[config.mk]
export PLATFORM = sky130hd
export DESIGN_NAME = uart_tx_serializer_flat
export DESIGN_NICKNAME = d
export VERILOG_FILES = /design/src/rtl/uart_tx_if.sv /design/src/rtl/uart_tx_serializer.sv /design/src/flat_wrapper.sv
export SDC_FILE = /design/constraint.sdc
export NUM_CORES = 1
export LEC_CHECK = 0
export CORE_UTILIZATION = 45
export DETAILED_ROUTE_END_ITERATION = 16
export PLACE_DENSITY_LB_ADDON = 0.3
export SYNTH_ARGS = -nofsm -noshare
export SYNTH_HDL_FRONTEND = slang
export SYNTH_SLANG_ARGS = --single-unit
[constraint.sdc]
create_clock -name clock -period 2.21 [get_ports clock]
set_input_delay 0.221 -clock clock [delete_from_list [all_inputs] [get_ports clock]]
set_output_delay 0.221 -clock clock [all_outputs]
set_load 0.02 [all_outputs]
[src/rtl/uart_tx_if.sv]
// Byte-level handshake between the payload controller and the UART
// transmitter: start strobe and data in, line, busy and done out.
interface uart_tx_if;
  logic       iniciar_envio;
  logic [7:0] dado_entrada;
  logic       tx;
  logic       uart_ocupado;
  logic       byte_enviado;

  modport master (
    output iniciar_envio,
    output dado_entrada,
    input  tx,
    input  uart_ocupado,
    input  byte_enviado
  );

  modport slave (
    input  iniciar_envio,
    input  dado_entrada,
    output tx,
    output uart_ocupado,
    output byte_enviado
  );
endinterface

[src/rtl/uart_tx_serializer.sv]
// Fixed-format UART transmitter: start, 8 data bits LSB first,
// optional parity, one or two stop bits, one-cycle done pulse.
module uart_tx_serializer #(
  parameter int CLK_FREQ  = 50_000_000,
  parameter int BAUD_RATE = 115_200,
  parameter int PARITY    = 0,
  parameter int STOP_BITS = 1
) (
  input  logic      clock,
  input  logic      reset,
  uart_tx_if.slave  bus
);

  localparam int CPB = CLK_FREQ / BAUD_RATE;
  localparam int CW  = $clog2(CPB);
  localparam logic [CW-1:0] BAUD_MAX = CW'(CPB - 1);

  localparam bit PAR_EN  = (PARITY == 1) || (PARITY == 2);
  localparam bit PAR_ODD = (PARITY == 2);
  localparam logic LAST_STOP = (STOP_BITS == 2) ? 1'b1 : 1'b0;

  typedef enum logic [2:0] {
    S_IDLE,
    S_START,
    S_DATA,
    S_PAR,
    S_STOP
  } state_t;

  state_t        state_q, state_d;
  logic [CW-1:0] baud_q, baud_d;
  logic [2:0]    bit_q, bit_d;
  logic          stop_q, stop_d;
  logic [7:0]    shift_q, shift_d;
  logic          par_q, par_d;
  logic          tx_q, tx_d;
  logic          busy_q, busy_d;
  logic          done_q, done_d;
  logic          bit_end;

  assign bit_end = (baud_q == BAUD_MAX);

  always_comb begin
    state_d = state_q;
    baud_d  = baud_q;
    bit_d   = bit_q;
    stop_d  = stop_q;
    shift_d = shift_q;
    par_d   = par_q;
    tx_d    = tx_q;
    busy_d  = busy_q;
    done_d  = 1'b0;

    // Counter wraps on every bit boundary so bit widths never drift.
    if (state_q != S_IDLE) begin
      baud_d = bit_end ? '0 : baud_q + 1'b1;
    end

    unique case (state_q)
      S_IDLE: begin
        tx_d   = 1'b1;
        busy_d = 1'b0;
        if (bus.iniciar_envio) begin
          shift_d = bus.dado_entrada;
          par_d   = (^bus.dado_entrada) ^ PAR_ODD;
          tx_d    = 1'b0;
          busy_d  = 1'b1;
          baud_d  = '0;
          bit_d   = '0;
          stop_d  = 1'b0;
          state_d = S_START;
        end
      end
      S_START: begin
        if (bit_end) begin
          tx_d    = shift_q[0];
          bit_d   = '0;
          state_d = S_DATA;
        end
      end
      S_DATA: begin
        if (bit_end) begin
          if (bit_q == 3'd7) begin
            if (PAR_EN) begin
              tx_d    = par_q;
              state_d = S_PAR;
            end else begin
              tx_d    = 1'b1;
              stop_d  = 1'b0;
              state_d = S_STOP;
            end
          end else begin
            bit_d   = bit_q + 3'd1;
            shift_d = shift_q >> 1;
            tx_d    = shift_q[1];
          end
        end
      end
      S_PAR: begin
        if (bit_end) begin
          tx_d    = 1'b1;
          stop_d  = 1'b0;
          state_d = S_STOP;
        end
      end
      S_STOP: begin
        if (bit_end) begin
          if (stop_q == LAST_STOP) begin
            busy_d  = 1'b0;
            done_d  = 1'b1;
            state_d = S_IDLE;
          end else begin
            stop_d = 1'b1;
          end
        end
      end
      default: begin
        tx_d    = 1'b1;
        busy_d  = 1'b0;
        state_d = S_IDLE;
      end
    endcase
  end

  always_ff @(posedge clock or posedge reset) begin
    if (reset) begin
      state_q <= S_IDLE;
      baud_q  <= '0;
      bit_q   <= '0;
      stop_q  <= 1'b0;
      shift_q <= '0;
      par_q   <= 1'b0;
      tx_q    <= 1'b1;
      busy_q  <= 1'b0;
      done_q  <= 1'b0;
    end else begin
      state_q <= state_d;
      baud_q  <= baud_d;
      bit_q   <= bit_d;
      stop_q  <= stop_d;
      shift_q <= shift_d;
      par_q   <= par_d;
      tx_q    <= tx_d;
      busy_q  <= busy_d;
      done_q  <= done_d;
    end
  end

  assign bus.tx           = tx_q;
  assign bus.uart_ocupado = busy_q;
  assign bus.byte_enviado = done_q;

endmodule
[src/flat_wrapper.sv]
// flat-port wrapper written by rule: the top's interface ports become plain ports
module uart_tx_serializer_flat 
#(
  parameter int CLK_FREQ  = 50_000_000,
  parameter int BAUD_RATE = 115_200,
  parameter int PARITY    = 0,
  parameter int STOP_BITS = 1
)
  (clock, reset, bus_iniciar_envio, bus_dado_entrada, bus_tx, bus_uart_ocupado, bus_byte_enviado);
  uart_tx_if bus_i ();
  input  logic clock;
  input  logic reset;
  input wire logic [$bits(bus_i.iniciar_envio)-1:0] bus_iniciar_envio;
  input wire logic [$bits(bus_i.dado_entrada)-1:0] bus_dado_entrada;
  output wire logic [$bits(bus_i.tx)-1:0] bus_tx;
  output wire logic [$bits(bus_i.uart_ocupado)-1:0] bus_uart_ocupado;
  output wire logic [$bits(bus_i.byte_enviado)-1:0] bus_byte_enviado;
  assign bus_i.iniciar_envio = bus_iniciar_envio;
  assign bus_i.dado_entrada = bus_dado_entrada;
  assign bus_tx = bus_i.tx;
  assign bus_uart_ocupado = bus_i.uart_ocupado;
  assign bus_byte_enviado = bus_i.byte_enviado;
  uart_tx_serializer #(.CLK_FREQ(CLK_FREQ), .BAUD_RATE(BAUD_RATE), .PARITY(PARITY), .STOP_BITS(STOP_BITS)) u_core (.clock(clock), .reset(reset), .bus(bus_i));
endmodule
-- Word level (Yosys, flattened, before mapping)
Cells that the tools add are included.
- bits in registers: 27
- output and inout port bits: 3
- logic and storage cells: 79
- $add $sub $neg: 2
- equal/unequal tests: 14
- multiplexer cells: 41
- bitwise operators: 2
- reductions and logical operators: 12
- operator list (cell ; count):
    9-bit 2-to-1 mux ; 4
    3-bit 2-to-1 mux ; 11
    8-bit 2-to-1 mux ; 3
    1-bit 2-to-1 mux ; 17
    8-bit one-hot mux with 2 select lines ; 1
    3-bit one-hot mux with 5 select lines ; 1
    2-bit by 1-bit inequality test with 1-bit output, second input constant ; 5
    9-bit by 1-bit adder with 9-bit output, second input constant ; 1
    9-bit equality test, second input constant ; 1
    3-bit one-hot mux with 3 select lines ; 1
    4-bit AND reduction ; 2
    7-bit AND reduction ; 1
    3-bit by 2-bit equality test with 1-bit output, second input constant ; 2
    3-bit equality test, second input constant ; 2
    2-bit inequality test, second input constant ; 3
    6-bit AND reduction ; 1
    3-bit nonzero test ; 2
    1-bit one-hot mux with 5 select lines ; 1
    5-bit AND reduction ; 1
    1-bit one-hot mux with 4 select lines ; 1
    4-bit nonzero test ; 1
    3-bit by 1-bit adder with 3-bit output, second input constant ; 1
    3-bit by 1-bit equality test with 1-bit output, second input constant ; 1
    3-bit zero test ; 1
    other kinds (5) ; 6

-- Logic depth before layout (Yosys ltp)
- depth after elaboration: 5
- gate-level depth with buffers: 7
- mapped depth without buffers: 6

-- Worst setup path after synthesis
OpenSTA, ideal clock, no wires.
- kind: register to register
- from: register u_core.state_q[0]
- to: register u_core.tx_q (netlist: u_core.bus.tx)
- arrival: 1718 ps
- slack: 410 ps
- stages on the path, launching flop included: 7
- cell sequence: dfrtp_1 buf_2 or3b_1 buf_6 o32a_1 a221o_1 mux2_2
- cells in the longest elaborated chain, start to end: 3
- ends and longest elaborated chain (item ; RTL line ; RTL):
    start, declared ; uart_tx_serializer.sv:30 ; state_t state_q, state_d;
    start signal, assigned ; uart_tx_serializer.sv:137 ; state_q <= state_d;
    3-bit by 1-bit equality test with 1-bit output, or another cell as far along ; uart_tx_serializer.sv:59 ; unique case (state_q)
    2-bit by 1-bit inequality test with 1-bit output (no line) or 1-bit NOT (tied branches) ; - ;
    4-bit AND reduction (no line) ; - ;
    end signal, assigned ; uart_tx_serializer.sv:143 ; tx_q <= tx_d;
    end, declared ; uart_tx_serializer.sv:36 ; logic tx_q, tx_d;
Several ways; a longest one is shown, not always the timed one.
A chain may end at the register's enable or synchronous reset.

-- Worst setup path after layout
- from: register u_core.baud_q[1]
- to: register u_core.shift_q[2]
- cells in the longest elaborated chain, start to end: 3
- ends and longest elaborated chain (item ; RTL line ; RTL):
    start, declared ; uart_tx_serializer.sv:31 ; logic [CW-1:0] baud_q, baud_d;
    start signal, assigned ; uart_tx_serializer.sv:138 ; baud_q <= baud_d;
    9-bit equality test ; uart_tx_serializer.sv:41 ; assign bit_end = (baud_q == BAUD_MAX);
    2-bit by 1-bit inequality test with 1-bit output (no line) ; - ;
    4-bit AND reduction (no line) ; - ;
    end signal, assigned ; uart_tx_serializer.sv:141 ; shift_q <= shift_d;
    end, declared ; uart_tx_serializer.sv:34 ; logic [7:0] shift_q, shift_d;
Every way passes these cells.

==> results.md <==
- Flop2flop setup slack: approximately 220 ps
- Max-cap violations: 0
- First-pass GRT wire length: 5010 um
- Origin of the critical flop-to-flop path: u_core.baud_q[1]$_DFF_PP0_
- Number of diodes: 0
- Max Fanout on Critical Path: 8
- Largest area contributor in the netlist: dfrtp_1
- FP Rows: 19
- H-tree depth: 1
- Dpl cells: 169
- Power Internal: 0.907 mW
- Worst setup path endpoint: u_core.shift_q[2]$_DFFE_PP0P_
- Worst r2r path cells: 6
- DIE AREA: ~0.0034 sq mm
- Area Growth Syn to Fin: 13.9%
- Starting Density: 49.5%
- Static leakage: 0.746 nW
- Worst flop-to-flop path endpoint: u_core.shift_q[2]$_DFFE_PP0P_
- Peak VDD IR: 0.478 mV
- Post-synth EDFFs: 0
- Crit path buf inv count: 1
- Worst path slowest cell: o31a_1
- Post-DP HPWL: 1950 um
- Final Setup Violations: 0
- Syn Inst Count: 126
- Hold Buf Count CTS: 0
- Clk network pwr share: between 10% and 20%
- Synth Warn #: 0
- Max incr delay on CP: roughly 480 ps
- Ys async rst share: 100%
- First-pass detailed-route iteration total: 4
- CP top delay family: compound AO/OA/AOI/OAI gates
- Hold slack: 227 ps
- Levels on crit path: 6
- Flop pwr share: a little under three fifths
- Max Buffers Root-to-Sink: 2
- Syn avg cell area: approximately 11 sq um
- DRC Markers: 0
- Setup Skew: 11.6 ps
- Run status: finished clean
- #FFs+latches synth: 26
- Tmin final: 1990 ps
- Nets@finish: 158
- Pwr dens: 832 mW/mm^2
- GRT overflow: 0
- CORE AREA: 0.00285 sq mm
- Max Freq: roughly 500 MHz
- Switching share of power: about a third
- Initial antenna violation count: 0
- Num CTS Buffers: 3
- # fillers: 257
- Routed wire length: 2680 um
- Die H: just under 60 um
- Power Total: roughly 1.3 mW
- Final Non-Filler Cells: 173
- Top cells by area, synth: dfrtp_1 (44%), mux2_2 (8.0%), mux2_4 (6.4%)
- Final worst slack: roughly 220 ps
- Clock Latency Late Sink: 320 ps
- DP Worst Slack: around 220 ps
- Final Hold Fails: 0
- Crit path kind: flop to flop
- Number of routed nets with antenna violations: 0
- Fin Setup TNS: 0 ps
- Share of the synthesized area in the top cell type: 44.3%
- Setup Fix Bufs, Post-CTS: 0
- Syn nets: 141
- Share of cells above drive strength 1: between 10% and 20%
- CTS tree: yes
- CP startpoint kind: flop
- Distinct cell type count after synthesis: 40
- Syn Std Cell Area: 0.00141 sq mm
- Clk Tree Root Cell: clkbuf_4
- Synth Flop Type: dfrtp_1
- Crit-path cells: inv_1, ha_1, and4_1, nand2_2, o31a_1, mux2_4
- PortBufs: 13
- Final Cycle Share: 90.0%
- Worst endpoint required time: about 2400 ps
- CP arrival: about 2200 ps
- RSZ-0062 raised after global routing: false
- Seq/Total Area, Yosys: a little under half
- Count of pins over their slew limit: 0
- Wire per inst: 15.5 um
- Vias in the first global route: 1103
- IO Count: 14
- Post-cts gate resize count: 0
- Largest net degree at the start of global routing: 27
- Sink Count: 26
- Total GRT Usage: 19.3%
- Vias per inst: 5.87
- Switching power: 0.432 mW
- Slew headroom: 60.3%
- Endpoint class of the critical path: flop
- Chip Width: 58.0 um
- Combinational share of power: 26.6%
- 1st-iter DRT viols: 39
- RD Place Congestion: 0.862
- DR vias: 1016
- Worst hold-check path type: input port to async pin
- Worst Tran Pin Value: 591 ps
- CTS clk-pin slew, worst paths: 150 ps
- Crit. Startpoint: u_core.baud_q[1]$_DFF_PP0_
==> layout by cell type, fill, tap and decap left out, types with 2 or more instances in the layout <==
| cell | synthesis | layout |
|---|---|---|
| a21o_1 | 4 | 4 |
| a21oi_1 | 6 | 6 |
| a22o_1 | 3 | 3 |
| a31oi_1 | 5 | 5 |
| and3_1 | 2 | 2 |
| and4_1 | 2 | 2 |
| buf_4 | 0 | 3 |
| clkbuf_4 | 0 | 3 |
| clkdlybuf4s50_1 | 0 | 13 |
| dfrtp_1 | 25 | 25 |
| ha_1 | 4 | 4 |
| inv_1 | 5 | 5 |
| mux2_2 | 10 | 10 |
| mux2_4 | 6 | 6 |
| mux2i_1 | 2 | 2 |
| nand2_1 | 6 | 6 |
| nand2b_1 | 3 | 3 |
| nand3_1 | 4 | 4 |
| nor2_1 | 8 | 8 |
| nor3_1 | 2 | 2 |
| o21ai_0 | 5 | 5 |
| o22ai_1 | 2 | 2 |
==> flip-flops by register name, summed over array words and instances, names as in the netlist <==
signal,flops
u_core.baud_q,9
u_core.bit_q,3
u_core.bus.byte_enviado,1
u_core.bus.tx,1
u_core.bus.uart_ocupado,1
u_core.shift_q,8
u_core.state_q,3
==> layout make-up <==
class / count / area (sq um) / share of cell area [%]
Sequential cell: 26 / 652 / 40.5
Timing Repair Buffer: 16 / 153 / 9.49
Clock buffer: 4 / 36.3 / 2.26
Inverter: 5 / 18.8 / 1.17
Tap cell: 31 / 38.8 / 2.41
Multi-Input combinational cell: 91 / 711 / 44.2
==> tightest hold or removal path: stages <==
cell	delay (ps)
clkdlybuf4s50_1	390
inv_1	50
buf_4	300
==> metal layers <==
layer  GRT usage [%]  share of wire, %  vias up
met5               0                 0        -
met4            8.16               1.7        0
met3            2.68               2.2        4
met2            30.0                45       13
met1            26.9                51      502
li1                -                 -      497
==> worst min path at each step <==
stage / end / slack [ps] / depth (start not counted)
floorplan: u_core.baud_q[0]$_DFF_PP0_ / 260 / 1
global placement: u_core.shift_q[2]$_DFFE_PP0P_ / 490 / 1
detailed placement: u_core.shift_q[3]$_DFFE_PP0P_ / 500 / 1
CTS: u_core.shift_q[0]$_DFFE_PP0P_ / 230 / 3
global route: u_core.state_q[1]$_DFFE_PP0P_ / 250 / 3
finish: u_core.shift_q[0]$_DFFE_PP0P_ / 230 / 3
==> stage by stage <==
stage / cell area [sq um] / util (%)
6_report: 1610 / 56.4
5_1_grt: 1610 / 56.4
4_1_cts: 1610 / 56.4
3_5_place_dp: 1570 / 55.1
3_3_place_gp: 1570 / 55.1
2_1_floorplan: 1410 / -
==> synthesized netlist by cell type (2+ instances only) <==
cell type,instances
o21ai_0,5
nor3_1,2
nand2b_1,3
nand3_1,4
a21oi_1,6
dfrtp_1,25
ha_1,4
mux2_2,10
and3_1,2
inv_1,5
nand2_1,6
o22ai_1,2
mux2_4,6
a22o_1,3
mux2i_1,2
nor2_1,8
a31oi_1,5
buf_6,2
a21o_1,4
and4_1,2
==> power groups by stage <==
stage	Sequential (mW)	Clock, mW	Combinational [mW]
2_1_floorplan	0.729	0	0.244
3_3_place_gp	0.740	0	0.338
3_5_place_dp	0.751	0	0.355
4_1_cts	0.741	0.248	0.358
5_1_grt	0.765	0.267	0.392
6_report	0.742	0.242	0.356
==> cell families (layout without fill, tap and decap cells) <==
logic type,Yosys count,after routing,synth area share (%)
compound gates,33,33,16.0
mux,18,18,15.8
fa+ha+maj,4,4,3.54
buf+inv,9,25,3.54
flops,26,26,46.1
simple gates,36,36,15.0
No activity file was read; power rests on OpenSTA's default activity.
